<file path="src/rtl/dmem_arbiter_pkg.sv">
// Shared definitions for the dual-PE data-memory arbiter: FSM states, PE ids, counter width.
package dmem_arbiter_pkg;

  typedef enum logic [1:0] {
    ST_IDLE  = 2'd0,
    ST_ISSUE = 2'd1,
    ST_WAIT  = 2'd2
  } state_e;

  localparam logic PE1 = 1'b0;
  localparam logic PE2 = 1'b1;

  // Latency counter width; MEM_LAT is limited to 1..4 so two bits suffice.
  localparam int CNT_W = 2;

  // One-hot grant vector for a winner id (bit 0 = PE1, bit 1 = PE2).
  function automatic logic [1:0] id_to_onehot(input logic id);
    return (id == PE2) ? 2'b10 : 2'b01;
  endfunction

endpackage

</file>
<file path="src/rtl/dmem_arbiter_rr_arbiter2.sv">
// Two-way round-robin picker. Holds the rr pointer; a lone requester always wins,
// a tie goes to the PE the pointer names, and every taken grant points the
// pointer at the PE that lost (or did not ask).
module rr_arbiter2
  import dmem_arbiter_pkg::*;
(
  input  logic       i_clk,
  input  logic       i_rst_n,
  input  logic       i_valid1,
  input  logic       i_valid2,
  input  logic       i_take,
  output logic [1:0] o_grant,
  output logic       o_id
);

  logic r_ptr;
  logic w_id;

  // Winner selection: single requester wins outright, tie resolved by r_ptr.
  always_comb begin
    w_id    = PE1;
    o_grant = 2'b00;
    if (i_valid1 && i_valid2) begin
      w_id = r_ptr;
    end else if (i_valid2) begin
      w_id = PE2;
    end
    if (i_valid1 || i_valid2) begin
      o_grant = id_to_onehot(w_id);
    end
  end

  assign o_id = w_id;

  // Pointer moves to the non-granted PE whenever a grant is taken.
  always_ff @(posedge i_clk) begin
    if (!i_rst_n) begin
      r_ptr <= PE1;
    end else if (i_take) begin
      r_ptr <= ~w_id;
    end
  end

endmodule

</file>
<file path="src/rtl/dmem_arbiter.sv">
// Shares one single-port data memory between PE1 and PE2. Each transaction runs
// IDLE (accept) -> ISSUE (mem strobe) -> WAIT (MEM_LAT cycles) -> IDLE, with a
// one-cycle response pulse to the owner in the IDLE cycle that follows WAIT.
module dmem_arbiter
  import dmem_arbiter_pkg::*;
#(
  parameter int DATA_W  = 32,
  parameter int ADDR_W  = 32,
  parameter int MEM_LAT = 1
) (
  input  logic              clk,
  input  logic              rst,
  input  logic              req1_valid,
  input  logic              req1_we,
  input  logic [ADDR_W-1:0] req1_addr,
  input  logic [DATA_W-1:0] req1_wdata,
  output logic              req1_ready,
  output logic              rsp1_valid,
  output logic [DATA_W-1:0] rsp1_rdata,
  input  logic              req2_valid,
  input  logic              req2_we,
  input  logic [ADDR_W-1:0] req2_addr,
  input  logic [DATA_W-1:0] req2_wdata,
  output logic              req2_ready,
  output logic              rsp2_valid,
  output logic [DATA_W-1:0] rsp2_rdata,
  output logic              mem_en,
  output logic              mem_we,
  output logic [ADDR_W-1:0] mem_addr,
  output logic [DATA_W-1:0] mem_wdata,
  input  logic [DATA_W-1:0] mem_rdata,
  output logic              busy,
  output logic              grant_id
);

  localparam logic [CNT_W-1:0] LAST_CNT = CNT_W'(MEM_LAT - 1);

  state_e           r_state;
  state_e           w_next;
  logic             w_take;
  logic [1:0]       w_grant;
  logic             w_win;
  logic             r_we;
  logic [CNT_W-1:0] r_cnt;

  rr_arbiter2 u_rr (
    .i_clk    (clk),
    .i_rst_n  (rst),
    .i_valid1 (req1_valid),
    .i_valid2 (req2_valid),
    .i_take   (w_take),
    .o_grant  (w_grant),
    .o_id     (w_win)
  );

  // State register.
  always_ff @(posedge clk) begin
    if (!rst) begin
      r_state <= ST_IDLE;
    end else begin
      r_state <= w_next;
    end
  end

  // Next state and the combinational ready handshake (IDLE only, never during reset).
  always_comb begin
    w_next     = r_state;
    w_take     = 1'b0;
    req1_ready = 1'b0;
    req2_ready = 1'b0;
    case (r_state)
      ST_IDLE: begin
        if (rst && (w_grant != 2'b00)) begin
          w_take     = 1'b1;
          req1_ready = w_grant[0];
          req2_ready = w_grant[1];
          w_next     = ST_ISSUE;
        end
      end
      ST_ISSUE: w_next = ST_WAIT;
      ST_WAIT:  if (r_cnt == LAST_CNT) w_next = ST_IDLE;
      default:  w_next = ST_IDLE;
    endcase
  end

  assign busy = (r_state != ST_IDLE);

  // Request latch into the registered memory port, latency counter and response registers.
  always_ff @(posedge clk) begin
    if (!rst) begin
      mem_en     <= 1'b0;
      mem_we     <= 1'b0;
      mem_addr   <= '0;
      mem_wdata  <= '0;
      r_we       <= 1'b0;
      grant_id   <= PE1;
      r_cnt      <= '0;
      rsp1_valid <= 1'b0;
      rsp2_valid <= 1'b0;
      rsp1_rdata <= '0;
      rsp2_rdata <= '0;
    end else begin
      mem_en     <= 1'b0;
      mem_we     <= 1'b0;
      rsp1_valid <= 1'b0;
      rsp2_valid <= 1'b0;
      if (w_take) begin
        mem_en    <= 1'b1;
        mem_we    <= w_win ? req2_we    : req1_we;
        mem_addr  <= w_win ? req2_addr  : req1_addr;
        mem_wdata <= w_win ? req2_wdata : req1_wdata;
        r_we      <= w_win ? req2_we    : req1_we;
        grant_id  <= w_win;
      end
      if (r_state == ST_ISSUE) begin
        r_cnt <= '0;
      end else if (r_state == ST_WAIT) begin
        if (r_cnt == LAST_CNT) begin
          if (grant_id == PE1) begin
            rsp1_valid <= 1'b1;
            rsp1_rdata <= r_we ? '0 : mem_rdata;
          end else begin
            rsp2_valid <= 1'b1;
            rsp2_rdata <= r_we ? '0 : mem_rdata;
          end
        end else begin
          r_cnt <= r_cnt + 1'b1;
        end
      end
    end
  end

endmodule

</file>
<file path="config.mk">
export PLATFORM = sky130hd
export DESIGN_NAME = dmem_arbiter
export DESIGN_NICKNAME = d
export VERILOG_FILES = /design/src/rtl/dmem_arbiter_pkg.sv /design/src/rtl/dmem_arbiter_rr_arbiter2.sv /design/src/rtl/dmem_arbiter.sv
export SDC_FILE = /design/constraint.sdc
export NUM_CORES = 1
export LEC_CHECK = 0
export BUFFER_PORTS_ARGS = -buffer_cell sky130_fd_sc_hd__buf_4
export CORE_UTILIZATION = 42
export DETAILED_ROUTE_END_ITERATION = 8
export PLACE_DENSITY = 0.74
export SYNTH_ARGS = -nofsm -noshare
export SYNTH_HDL_FRONTEND = slang
export SYNTH_SLANG_ARGS = --single-unit
</file>
<file path="constraint.sdc">
create_clock -name clk -period 1.8 [get_ports clk]
set_clock_uncertainty 0.1 [all_clocks]
set_input_delay 0.36 -clock clk [delete_from_list [all_inputs] [get_ports clk]]
set_output_delay 0.36 -clock clk [all_outputs]
set_load 0.02 [all_outputs]
</file>
# After elaboration in Yosys (flattened, before gate mapping)
# Cells that the tools add are included.
# word_totals
register_bits	139
latch_bits	0
ramBits	0
rom_bits	0
inputBits	166
output_inout_bits	136
memories	0
# op_classes
add_sub_neg	1
mul	0
div_mod_pow	0
order_cmp	0
eq_ne	4
shifts	0
muxes	20
bitwise	6
n_reduce_logical	14
# ops
cell	count
$mux W32	3
$mux W1	12
$mux W2	4
$reduce_and A4 Y1	2
$not A1 Y1	6
$pmux W2 S3	1
$reduce_and A2 Y1	3
$logic_not A2 Y1	2
$ne A2 B2 Y1 const B	2
$reduce_bool A2 Y1	2
$reduce_or A4 Y1	1
$add A2 B1 Y2 const B	1
$eq A2 B1 Y1 const B	1
$eq A2 B2 Y1 const B	1
$logic_and A1 B1 Y1	2
$reduce_or A2 Y1	1
$logic_or A1 B1 Y1	1

# Depth between registers and ports, before layout
# depth
word_depth	9
ltp_mapped	7

# Cells and area by module
# From an unflattened synthesis, not the netlist that was laid out.
# hier_totals
hier_cells	600
hier_area_um2	5666.7
# modules_own_cells
mod	n_inst	cells_per_inst	area_per_inst_um2
dmem_arbiter	1	593	5599.1
rr_arbiter2	1	7	67.6

# Least setup slack after synthesis
# Ideal clock, no wire load.
# synth_timing
kind	register to output
start	register r_state[1]
end	output req1_ready
arrival_ps	1745
t_required_ps	1340
slack_ps	-405
stages_incl_launch_ff	7
n_path_buf	3
cell_sequence	dfxtp_1 > buf_6 > or2_1 > or3_1 > buf_2 > clkbuf_1 > a21oi_1
# synth_between
elab_chain_len	2
# synth_rtl
element	line	source
start, declared	dmem_arbiter.sv:38	state_e r_state;
start signal, assigned	dmem_arbiter.sv:61	r_state <= w_next;
$logic_not A2 Y1	dmem_arbiter.sv:71	case (r_state)
$mux W1	dmem_arbiter.sv:71	
end, declared	dmem_arbiter.sv:17	output logic req1_ready,
# No other way between the ends.

# Worst setup path after layout
# layout_timing
start	register r_state[0]
end	output req2_ready
# layout_between
elab_chain_len	2
# layout_rtl
element	line	source
$logic_not A2 Y1	dmem_arbiter.sv:71	
$mux W1	dmem_arbiter.sv:71	
end, declared	dmem_arbiter.sv:24	output logic req2_ready,
# No other way between the ends.

==> impl_metrics.ini <==
[power]
leakage_nw = 3.936
peakVddDrop_mv = 0.6323
finalPower_mw = 8.658
p_per_area_mw_per_mm2 = 894.9

[layout]
layout_commonest_cell = buf_4
syn_to_final_growth_pct = 58.93
nNetsFinal = 1182
diodes = 0
layout_common_cells = buf_4, dfxtp_1, nand2_1
drive_gt1_share_pct = 43.00
finish.instance_area_mm2 = 0.009674
fin_cells = 1208

[synthesis]
synth_simple_gate_area_share_pct = 13.59
postSynthCellCount = 747
synth_top_family_by_area = compound AO/OA/AOI/OAI gates
yosys.area_share.adder_pct = 0.2055
synth-compound-area-share_pct = 30.15
ys_warn_count = 0
yosysUniqueCellTypes = 31
synth_area_mm2 = 0.006087
synth_area_per_cell_um2 = 8.149
yosysSeqAreaShare_pct = 45.71
synth_seq_cells = 139
syn-num-nets = 914
synth.area.mux_share_pct = 0.1850
synth_xor_area_share_pct = 0

[drt]
drt_first_iter_violations = 535
wl_per_cell_um = 18.12
drt_pre_antenna_iters = 5
post-route-drc-count = 0
vias = 6760
ant_nets = 0
vias_per_cell = 5.596
routed_wl_um = 21890

[clocking]
clk_pin_slew_ns = 0.06
cts_hold_buf = 0
cts_sinks = 139
clock_latency_ns = 0.41
ctsRootBufferMaster = clkbuf_16
clockBufferDepth = 2
cts_made_buffers = 17
cts_tree = built
htree_levels = 4

[global_route]
grt_max_degree = 75
grt_usage_pct = 27.65
overflow = 0
grt_pass1_vias = 6308
grt_pass1_wl_um = 32270
antenna_found_initial = 0

[run_status]
failed_checks = setup timing
status = complete, but fails checks

[timing]
finalCritPeriodShare_pct = 119.1
whs_ns = 0.1257
slew_headroom_pct = 61.82
setup_viol = 5
period_minus_slack_ns = 2.144
rsz0062_at_grt = yes
finalHoldViolCount = 0
layout_setup_ws_ns = -0.3436
timing.fmax_ghz = 0.4665
drv_slew = 0
worst_pin_slew_ns = 0.5726

[floorplanning]
dieHeight_um = 122.4
coreArea_mm2 = 0.01399
rows = 43
initial_core_util_pct = 43.52
ioPinCount = 302
dieArea_mm2 = 0.01498
chipWidth_um = 122.4

[placed_design]
hpwl_um = 14150
io_buffers = 301
place_congestion = 0.8328
postPlaceCellArea_mm2 = 0.008730
dp.cells = 1172

[worst_setup_path]
required_ns = 1.34
critPathLaunchType = flop
cp.arrival_ns = 1.68
crit_type = reg -> out
path_max_fanout = 3
cp-end-kind = output port

[hold_path]
hold_path.class = in -> reg

[run]
max_cap_violations = 0
[power by group]
part | switching, mW | internal, mW | leakage, nW
Clock | 1.37 | 2.04 | 0.272
Sequential | 0.0972 | 3.26 | 1.14
Combinational | 1.04 | 0.857 | 2.53
Total | 2.51 | 6.15 | 3.94
[flip-flops by register name, summed over array words and instances, names as in the netlist]
signal,cells
mem_addr,32
mem_wdata,32
rsp1_rdata,32
rsp2_rdata,32
r_cnt,2
r_state,2
grant_id,1
mem_en,1
mem_we,1
r_we,1
rsp1_valid,1
rsp2_valid,1
u_rr.r_ptr,1
[timing repair]
item | 4_1_cts | 5_1_grt
gates cloned | 0 | 2
endpoints found under the setup margin | 58 | 41
pin swaps | 2 | 28
gates resized for setup | 7 | 47
setup buffers | 1 | 1
[kinds of logic after synthesis]
| group | after synthesis |
|---|---|
| compound gates | 268 |
| simple gates | 182 |
| buf+inv | 156 |
| flops | 139 |
| mux | 1 |
| fa+ha+maj | 1 |
[Yosys cell counts, drive strengths merged]
| cell | number | area (um2) |
|---|---|---|
| a221oi | 64 | 560.5 |
| nand3 | 1 | 5.000 |
| nor4bb | 1 | 10.01 |
| nor3b | 1 | 7.510 |
| clkbuf | 78 | 292.8 |
| and4b | 1 | 10.01 |
| or2 | 1 | 6.260 |
| nand4b | 1 | 8.760 |
| a21oi | 69 | 345.3 |
| dfxtp | 139 | 2783 |
| nor2b | 33 | 206.5 |
| and2 | 2 | 12.51 |
| or3b | 1 | 8.760 |
| nand4bb | 1 | 11.26 |
| nand2 | 128 | 480.5 |
| nor3 | 1 | 5.000 |
| or3 | 2 | 12.51 |
| o211a | 1 | 10.01 |
| nand3b | 2 | 15.01 |
| o21ba | 1 | 10.01 |
| buf | 7 | 58.80 |
| nor2 | 4 | 15.01 |
| inv | 71 | 266.5 |
| mux2 | 1 | 11.26 |
| o21ai | 68 | 340.3 |
| a311oi | 65 | 569.3 |
| ha | 1 | 12.51 |
| nand2b | 2 | 12.51 |
[per-stage QoR]
step / TNS (ns) / utilization (%) / worst slack, ns
floorplan: -0.6208 / - / -0.1406
global placement: -0.3216 / 62.41 / -0.09476
detailed placement: -2.182 / 62.41 / -0.1083
CTS: -0.7520 / 66.77 / -0.3918
global route: -1.608 / 69.16 / -0.3835
finish: -0.7258 / 69.16 / -0.3436
[layout make-up]
cell class / instances / area [um2]
Sequential cell: 139 / 2785
Multi-Input combinational cell: 452 / 3149
Fill cell: 1179 / 4314
Inverter: 71 / 271.5
Clock buffer: 17 / 425.4
Tap cell: 180 / 225.2
Timing Repair Buffer: 334 / 2669
Clock inverter: 15 / 148.9
[worst max-delay path, cell delays in order (launching register included)]
cell,delay [ns]
dfxtp_2,0.32
or3b_4,0.39
or3_4,0.40
inv_4,0.06
buf_6,0.11
[worst paths after layout]
path / startpoint / to / slack (ns) / depth (start not counted)
max reg2reg: r_state[1] / mem_wdata[29] / -0.02 / 5
min: rst / u_rr.r_ptr / 0.13 / 2
max: r_state[0] / req2_ready / -0.34 / 4
min reg2reg: rsp2_rdata[25] / rsp2_rdata[25] / 0.35 / 2
[per-layer routing]
layer | wire [um] | vias to the layer above | part of all wire, % | track usage [%]
li1 | - | 3207 | - | -
met1 | 8775 | 3182 | 40 | 33.29
met2 | 10460 | 312 | 48 | 45.12
met3 | 1836 | 59 | 8.4 | 8.132
met4 | 821 | 0 | 3.8 | 12.96
met5 | 0 | - | 0 | 0
No activity file was read; power rests on OpenSTA's default activity.
